[src/rtl/ternary_alu_sched.sv]
// ternary_alu_sched: trit-serial ternary ALU (min/max/consensus/any) shared by two round-robin requesters.
// Optional TERNARY_SCHED_PERF_EN adds per-requester saturating completed-response counters.
module ternary_alu_sched #(
  parameter int TRITS = 4
) (
  input  logic               clk,
  input  logic               rst_n,
  input  logic               req0_valid,
  output logic               req0_ready,
  input  logic [1:0]         req0_op,
  input  logic [2*TRITS-1:0] req0_a,
  input  logic [2*TRITS-1:0] req0_b,
  input  logic               req1_valid,
  output logic               req1_ready,
  input  logic [1:0]         req1_op,
  input  logic [2*TRITS-1:0] req1_a,
  input  logic [2*TRITS-1:0] req1_b,
  output logic               rsp_valid,
  input  logic               rsp_ready,
  output logic               rsp_id,
  output logic [2*TRITS-1:0] rsp_data,
  output logic               rsp_err
`ifdef TERNARY_SCHED_PERF_EN
  ,
  output logic [15:0]        done_cnt0,
  output logic [15:0]        done_cnt1
`endif
);
  localparam int W = 2 * TRITS;
  localparam int IW = TRITS > 1 ? $clog2(TRITS) : 1;
  localparam logic [IW-1:0] LAST = IW'(TRITS - 1);
  typedef enum logic [1:0] {IDLE, BUSY, DONE} state_t;
  state_t          state;
  logic            last_grant;
  logic            grant;
  logic [1:0]      op_r;
  logic [W-1:0]    a_r;
  logic [W-1:0]    b_r;
  logic [IW-1:0]   idx;
  logic [1:0]      a_t;
  logic [1:0]      b_t;
  logic [1:0]      f_t;
  logic [2:0]      sum;
  logic            bad;
  // Round-robin pick; only meaningful while in IDLE, where ready is gated
  always_comb begin
    grant = (req0_valid & req1_valid) ? ~last_grant : ~req0_valid;
    req0_ready = rst_n & (state == IDLE) & req0_valid & ~grant;
    req1_ready = rst_n & (state == IDLE) & req1_valid & grant;
  end
  // Current trit pair and the selected ternary function of it
  always_comb begin
    a_t = a_r[2*idx +: 2];
    b_t = b_r[2*idx +: 2];
    sum = {1'b0, a_t} + {1'b0, b_t};
    bad = (&a_t) | (&b_t);
    f_t = op_r == 2'd0 ? (a_t < b_t ? a_t : b_t) :
          op_r == 2'd1 ? (a_t > b_t ? a_t : b_t) :
          op_r == 2'd2 ? (a_t == b_t ? a_t : 2'd1) :
          (sum <= 3'd1 ? 2'd0 : sum == 3'd2 ? 2'd1 : 2'd2);
  end
  // Accept, serial evaluation and response-hold state machine
  always_ff @(posedge clk or negedge rst_n) begin
    if (!rst_n) begin
      state      <= IDLE;
      last_grant <= 1'b1;
      op_r       <= 2'd0;
      a_r        <= '0;
      b_r        <= '0;
      idx        <= '0;
      rsp_valid  <= 1'b0;
      rsp_id     <= 1'b0;
      rsp_data   <= '0;
      rsp_err    <= 1'b0;
    end else begin
      case (state)
        IDLE: if (req0_ready | req1_ready) begin
          op_r       <= grant ? req1_op : req0_op;
          a_r        <= grant ? req1_a : req0_a;
          b_r        <= grant ? req1_b : req0_b;
          rsp_id     <= grant;
          last_grant <= grant;
          idx        <= '0;
          rsp_err    <= 1'b0;
          rsp_data   <= '0;
          state      <= BUSY;
        end
        BUSY: begin
          rsp_data[2*idx +: 2] <= bad ? 2'd0 : f_t;
          if (bad) rsp_err <= 1'b1;
          idx <= idx + 1'b1;
          if (idx == LAST) begin
            state     <= DONE;
            rsp_valid <= 1'b1;
          end
        end
        DONE: if (rsp_ready) begin
          rsp_valid <= 1'b0;
          state     <= IDLE;
        end
        default: state <= IDLE;
      endcase
    end
  end
`ifdef TERNARY_SCHED_PERF_EN
  // Saturating count of completed response handshakes per requester
  always_ff @(posedge clk or negedge rst_n) begin
    if (!rst_n) begin
      done_cnt0 <= '0;
      done_cnt1 <= '0;
    end else if (rsp_valid & rsp_ready) begin
      if (!rsp_id && !(&done_cnt0)) done_cnt0 <= done_cnt0 + 1'b1;
      if (rsp_id && !(&done_cnt1)) done_cnt1 <= done_cnt1 + 1'b1;
    end
  end
`endif
endmodule

[config.mk]
export PLATFORM = sky130hd
export DESIGN_NAME = ternary_alu_sched
export DESIGN_NICKNAME = d
export VERILOG_FILES = /design/src/rtl/ternary_alu_sched.sv
export SDC_FILE = /design/constraint.sdc
export NUM_CORES = 1
export LEC_CHECK = 0
export CORE_ASPECT_RATIO = 1.25
export CORE_MARGIN = 10
export CORE_UTILIZATION = 52
export DETAILED_ROUTE_END_ITERATION = 12
export MAX_ROUTING_LAYER = met4
export PLACE_DENSITY = 0.86
export RECOVER_POWER = 50
export SLEW_MARGIN = 40
export SYNTH_ARGS = -nofsm -noshare
export SYNTH_HDL_FRONTEND = slang
export SYNTH_SLANG_ARGS = --single-unit
[constraint.sdc]
create_clock -name clk -period 6.4 [get_ports clk]
set_input_delay 0.64 -clock clk [delete_from_list [all_inputs] [get_ports clk]]
set_output_delay 0.64 -clock clk [all_outputs]
set_load 0.02 [all_outputs]
==> flow_summary.toml, run 1 <==
[routing]
routed_wirelength_um = 4343
ant_nets = 0
post_drt_via_cell_ratio = 5.498
drt_iter0_markers = 50
drt_pass1_iterations = 4
remaining_drc_errors = 0
vias = 1534
route.detailed.wl_per_inst_um = 15.57

[synth]
async_reset_ff_share_pct = 100.0
synth.distinct_cells = 34
yosys_most_used_dff = "dfrtp_1"
seq_total_area_yosys_pct = 43.77
yosys_warnings = 0
synth_enable_flop_cells = 0
syn-mean-instance-area_um2 = 10.47
synth-seq-cells = 34
syn-cell-area_um2 = 1947
syn-num-nets = 238
synthCells = 186

[pwr]
p_sw_w = 0.0005345
power_leakage_nw = 1.192
internal_power_w = 0.0007456
power_frac_comb_pct = 54.1
p_per_area_nw_per_um2 = 487.9
sequentialPowerShare_pct = 30.0
power.share.switching_pct = 41.75
irDropWorstVdd_uv = 273.4
power.total_w = 0.001280
power.share.clock_pct = 15.9

[placement]
dp.final_hpwl_um = 3372
io_buffer_count = 53
post-place-cells = 271
gp_routability_congestion = 0.8275

[grt]
grt_start_max_net_pins = 48
number_of_antenna_violations_at_the_first_check_in_global_routing = 0
grt-ovfl-total = 0
first_global_vias = 1603
grt.total_usage_pct = 14.18
grt_first_pass_wirelength_um = 7051

[sta]
final-setup-viol-count = 0
timing.final.max_slew_violations = 36
max_slew.worst_pin.slew_ps = 1800
timing.fmax_mhz = 217.0
post_route_clock_skew_ps = 10.69
setup-tns-final_ps = 0
min_period_ps = 4609
grt_setup_unrepaired = "false"
relSlewSlack_pct = -20.00
hold_viol_final = 0
min_period_over_period_pct = 72.02

[run]
cap_violations = 1

[clock_network]
clock_tree.htree_level_count = 2
cts_tree = "built"
tritoncts.num_buffers = 5
clk_pin_slew_worst_paths_ps = 60
cts_num_sinks = 34
cts-hold-fix-buffers = 0
clk_latency_ps = 290
post-cts-setup-buffers = 0
post_cts_resized = 0
cts_buffer_depth = 2
cts.root.buffer_cell = "clkbuf_8"

[floorplanning]
total_die_area_um2 = 6607
fp.dieH_um = 88.41
io_pins = 54
design.core.area_um2 = 3543
row_count = 24
die_w_um = 74.73
floorplan.initialDensity_pct = 54.94

[finish]
layout.cells.most_common_list = "clkdlybuf4s50_1 (48), dfrtp_1 (33), nand2_1 (26)"
num-fill-cells = 261
n_antenna_cell = 0
syn2layout_area_growth_pct = 34.77
mostFrequentLayoutCell = "clkdlybuf4s50_1"
drive_above_1_share_pct = 9.583
final-instance-count-excl-fill = 279
nNetsFinal = 291
post-route-util_pct = 74.05
area.sequential_um2 = 852.1
multi_input_comb_area_um2 = 1020

[critical_path]
endpoint_kind = "output port"
critical_path_required_ps = 5760
crit_chain = "dlygate4sd3_1, clkbuf_1, nor3b_1, nor2b_1, clkdlybuf4s50_1"
cp_top_family = "buffers and inverters"
cp_num_buf_inv = 3
critical_path_startpoint_category = "input pin"
critical-path-max-stage-delay_ps = 1290
crit_path_max_fanout = 35
critical_path_arrival_ps = 3970
worst_path_max_delay_cell = "clkbuf_1"
criticalPathCategory = "input pin to output port"

[status]
failed_checks = "max-capacitance violations, max-slew violations"
status = "finished, violations left"

[worst_hold_path]
min_delay_worst_type = "flop to flop"
## power by group through the flow
| stage | Combinational [W] | Clock (W) | Sequential [W] |
|---|---|---|---|
| after floorplan | 0.000519 | 0 | 0.000381 |
| after global placement | 0.000673 | 0 | 0.000385 |
| after detailed placement | 0.000698 | 0 | 0.000389 |
| after CTS | 0.000700 | 0.000207 | 0.000386 |
| after global routing | 0.000764 | 0.000218 | 0.000399 |
| final | 0.000692 | 0.000204 | 0.000384 |
## logic make-up (layout without fill, tap and decap cells)
family / after synthesis / in the layout / share of synthesized area (%)
AO/OA/AOI/OAI: 49 / 49 / 16.45
buffers and inverters: 20 / 74 / 4.242
flip-flops: 34 / 34 / 43.77
adder cells (fa/ha/maj): 11 / 11 / 7.455
AND/OR/NAND/NOR: 50 / 50 / 14.20
multiplexers: 22 / 22 / 13.88
## synthesized netlist by cell type, types with 3 or more instances
library cell / count / share of area, %
a21oi_1: 8 / 2.1
a32o_1: 8 / 4.1
buf_1: 3 / 0.58
clkbuf_1: 6 / 1.2
dfrtp_1: 33 / 42
ha_1: 10 / 6.4
inv_1: 8 / 1.5
mux2i_1: 18 / 9.3
mux4_2: 4 / 4.6
nand2_1: 26 / 5.0
nand2b_1: 3 / 0.96
nor2_1: 8 / 1.5
o21ai_1: 22 / 5.7
o31ai_1: 3 / 1.2
## through the flow
step | area, µm² | hold slack, ps | setup slack, ps
5_1_grt | 2624 | 510.3 | 1381
6_report | 2624 | 484.6 | 1791
2_1_floorplan | 1947 | 344.4 | 3936
3_5_place_dp | 2511 | 474.7 | 2786
3_3_place_gp | 2511 | 463.3 | 2859
4_1_cts | 2628 | 489.4 | 2768
## area by class of cell
class	instances	area share, %
inverter	10	1.431
timing repair buffer	56	20.93
clock inverter	1	1.144
multi-input combinational	132	38.87
clock buffer	7	3.290
sequential	34	32.47
tap	39	1.860
## per-layer routing
metal	vias to the layer above	share of wire, %	global-route usage, %
li1	776	-	-
met1	717	42	15.10
met2	36	52	23.96
met3	5	4.3	3.587
met4	0	2.0	6.724
met5	-	0	-
## path summary, 6_finish.rpt
kind	start	end	slack, ps	depth (start not counted)
worst max-delay path	rst_n	req0_ready	1790	5
worst min-delay path	b_r[5]	b_r[5]	480	2
worst max register to register	idx[0]	rsp_data[0]	3470	9
worst min register to register	b_r[5]	b_r[5]	480	2
max in group asynchronous	rst_n	b_r[4]	3980	2
min in group asynchronous	rst_n	rsp_valid	1370	2
## sequential cells by signal, indices dropped and copies added, names as in the netlist, 2 cells and up
signal / flops
a_r: 8
b_r: 8
idx: 2
op_r: 2
rsp_data: 8
state: 2
## tightest hold or removal path, delay by kind of cell, from the launching register on
family / cells / cell delay [ps]
compound gates: 1 / 60
flops: 1 / 340
simple gates: 1 / 50
Note: power is estimated with default switching activity, not from simulation.
==> run 2: changes to the inputs <==
Settings changed: CORE_UTILIZATION 52 to 48, PLACE_DENSITY 0.86 to 0.8.
Clock period 6.4 ns to 4.85 ns, I/O delays scaled along.
==> flow_summary.toml, run 2 (same netlist as run 1, synthesis figures left out) <==
[status]
status = "finished, final reports clean"

[finish]
design_area_um2 = 2620
post-route-util_pct = 68.10
n_antenna_cell = 0
syn2layout_area_growth_pct = 34.58
drive_above_1_share_pct = 9.583
nNetsFinal = 291
mostFrequentLayoutCell = "clkdlybuf4s50_1"
layout.cells.most_common_list = "clkdlybuf4s50_1 (48), dfrtp_1 (33), nand2_1 (26)"
biggestRegsByFlops = "a_r x8, b_r x8, rsp_data x8"

[grt]
grt.total_usage_pct = 12.60
grt-ovfl-total = 0
grt_start_max_net_pins = 48
first_global_vias = 1555
grt_first_pass_wirelength_um = 7065
number_of_antenna_violations_at_the_first_check_in_global_routing = 0

[run]
cap_violations = 0

[sta]
final-setup-viol-count = 0
timing.hold.ws_ps = 481.4
setup-tns-final_ps = 0
timing.fmax_mhz = 296.2
post_route_clock_skew_ps = 4.846
min_period_ps = 3376
grt_setup_unrepaired = "false"
min_period_over_period_pct = 69.60
hold_viol_final = 0
relSlewSlack_pct = 58.58
max_slew.worst_pin.slew_ps = 619.9
timing.final.max_slew_violations = 0

[critical_path]
critical-path-max-stage-delay_ps = 650
critical_path_arrival_ps = 2890
crit_chain = "dlygate4sd3_1, buf_4, nor3b_1, nor2b_1, clkdlybuf4s50_1"
endpoint_kind = "output port"
crit_path_max_fanout = 35
critical_path_startpoint_category = "input pin"
critical_path_required_ps = 4370
criticalPathCategory = "input pin to output port"
worst_path_max_delay_cell = "clkdlybuf4s50_1"

[floorplanning]
row_count = 25
io_pins = 54
fp.dieH_um = 91.21
floorplan.initialDensity_pct = 50.60
total_die_area_um2 = 7019
die_w_um = 76.96
design.core.area_um2 = 3847

[clock_network]
cts.root.buffer_cell = "clkbuf_8"
cts-hold-fix-buffers = 0
tritoncts.num_buffers = 5
post_cts_resized = 0
post-cts-setup-buffers = 0
clock_tree.htree_level_count = 2
clk_latency_ps = 290
cts_buffer_depth = 2
clk_pin_slew_worst_paths_ps = 70
cts_num_sinks = 34
cts_tree = "built"

[placement]
io_buffer_count = 53
gp_routability_congestion = 0.7992
post_dp_cell_area_um2 = 2530
dp.final_hpwl_um = 3265

[routing]
drt_iter0_markers = 50
routed_wirelength_um = 4098
vias = 1537
remaining_drc_errors = 0
route.detailed.wl_per_inst_um = 13.94
post_drt_via_cell_ratio = 5.228
ant_nets = 0
drt_pass1_iterations = 4

[pwr]
power.total_w = 0.001616
power_leakage_nw = 1.183
p_per_area_nw_per_um2 = 616.9
irDropWorstVdd_uv = 363.7

[worst_hold_path]
min_delay_worst_type = "flop to flop"
-- run 2: cell count changes in the layout (fill, tap and decap cells not counted) --
| cell | change |
|---|---|
| bufinv_16 | -1 |
| buf_4 | +1 |
-- run 2: layout make-up --
cell class	count	area (µm²)
Clock buffer	8	90.09
Fill cell	315	1227
Inverter	10	37.54
Multi-Input combinational cell	132	1020
Sequential cell	34	852.1
Tap cell	54	67.56
Timing Repair Buffer	56	553.0
-- run 2: per-layer routing --
metal / part of all wire [%] / vias to the layer above / GRT usage, %
met3: 5.3 / 5 / 3.945
li1: - / 774 / -
met1: 42 / 717 / 14.28
met5: 0 / - / -
met4: 1.8 / 0 / 5.124
met2: 51 / 41 / 20.14
-- run 2: critical path, delay by kind of cell --
family / cells / cell delay, ps
simple gates: 2 / 850
buf+inv: 3 / 1550
-- run 2: power breakdown --
group	switching [W]	leakage (nW)	total (W)	internal (W)
Combinational	0.000488	0.705	0.000897	0.000409
Sequential	0.000101	0.433	0.000507	0.000406
Clock	0.0000969	0.0455	0.000213	0.000116
-- run 2: final timing paths --
check                           startpoint     endpoint  slack [ps]  cells past startpoint
worst max register to register      idx[0]  rsp_data[0]        2010                      9
worst min register to register      b_r[4]       b_r[4]         480                      2
max in group asynchronous            rst_n   last_grant        3840                      2
worst max-delay path                 rst_n   req0_ready        1470                      5
min in group asynchronous            rst_n    rsp_valid         670                      2
worst min-delay path                b_r[4]       b_r[4]         480                      2
-- run 2: through the flow --
stage / setup WS, ps / instances
floorplan: 2386 / 186
global placement: 1601 / 286
detailed placement: 1497 / 286
CTS: 1512 / 294
global route: 1286 / 294
finish: 1474 / 294
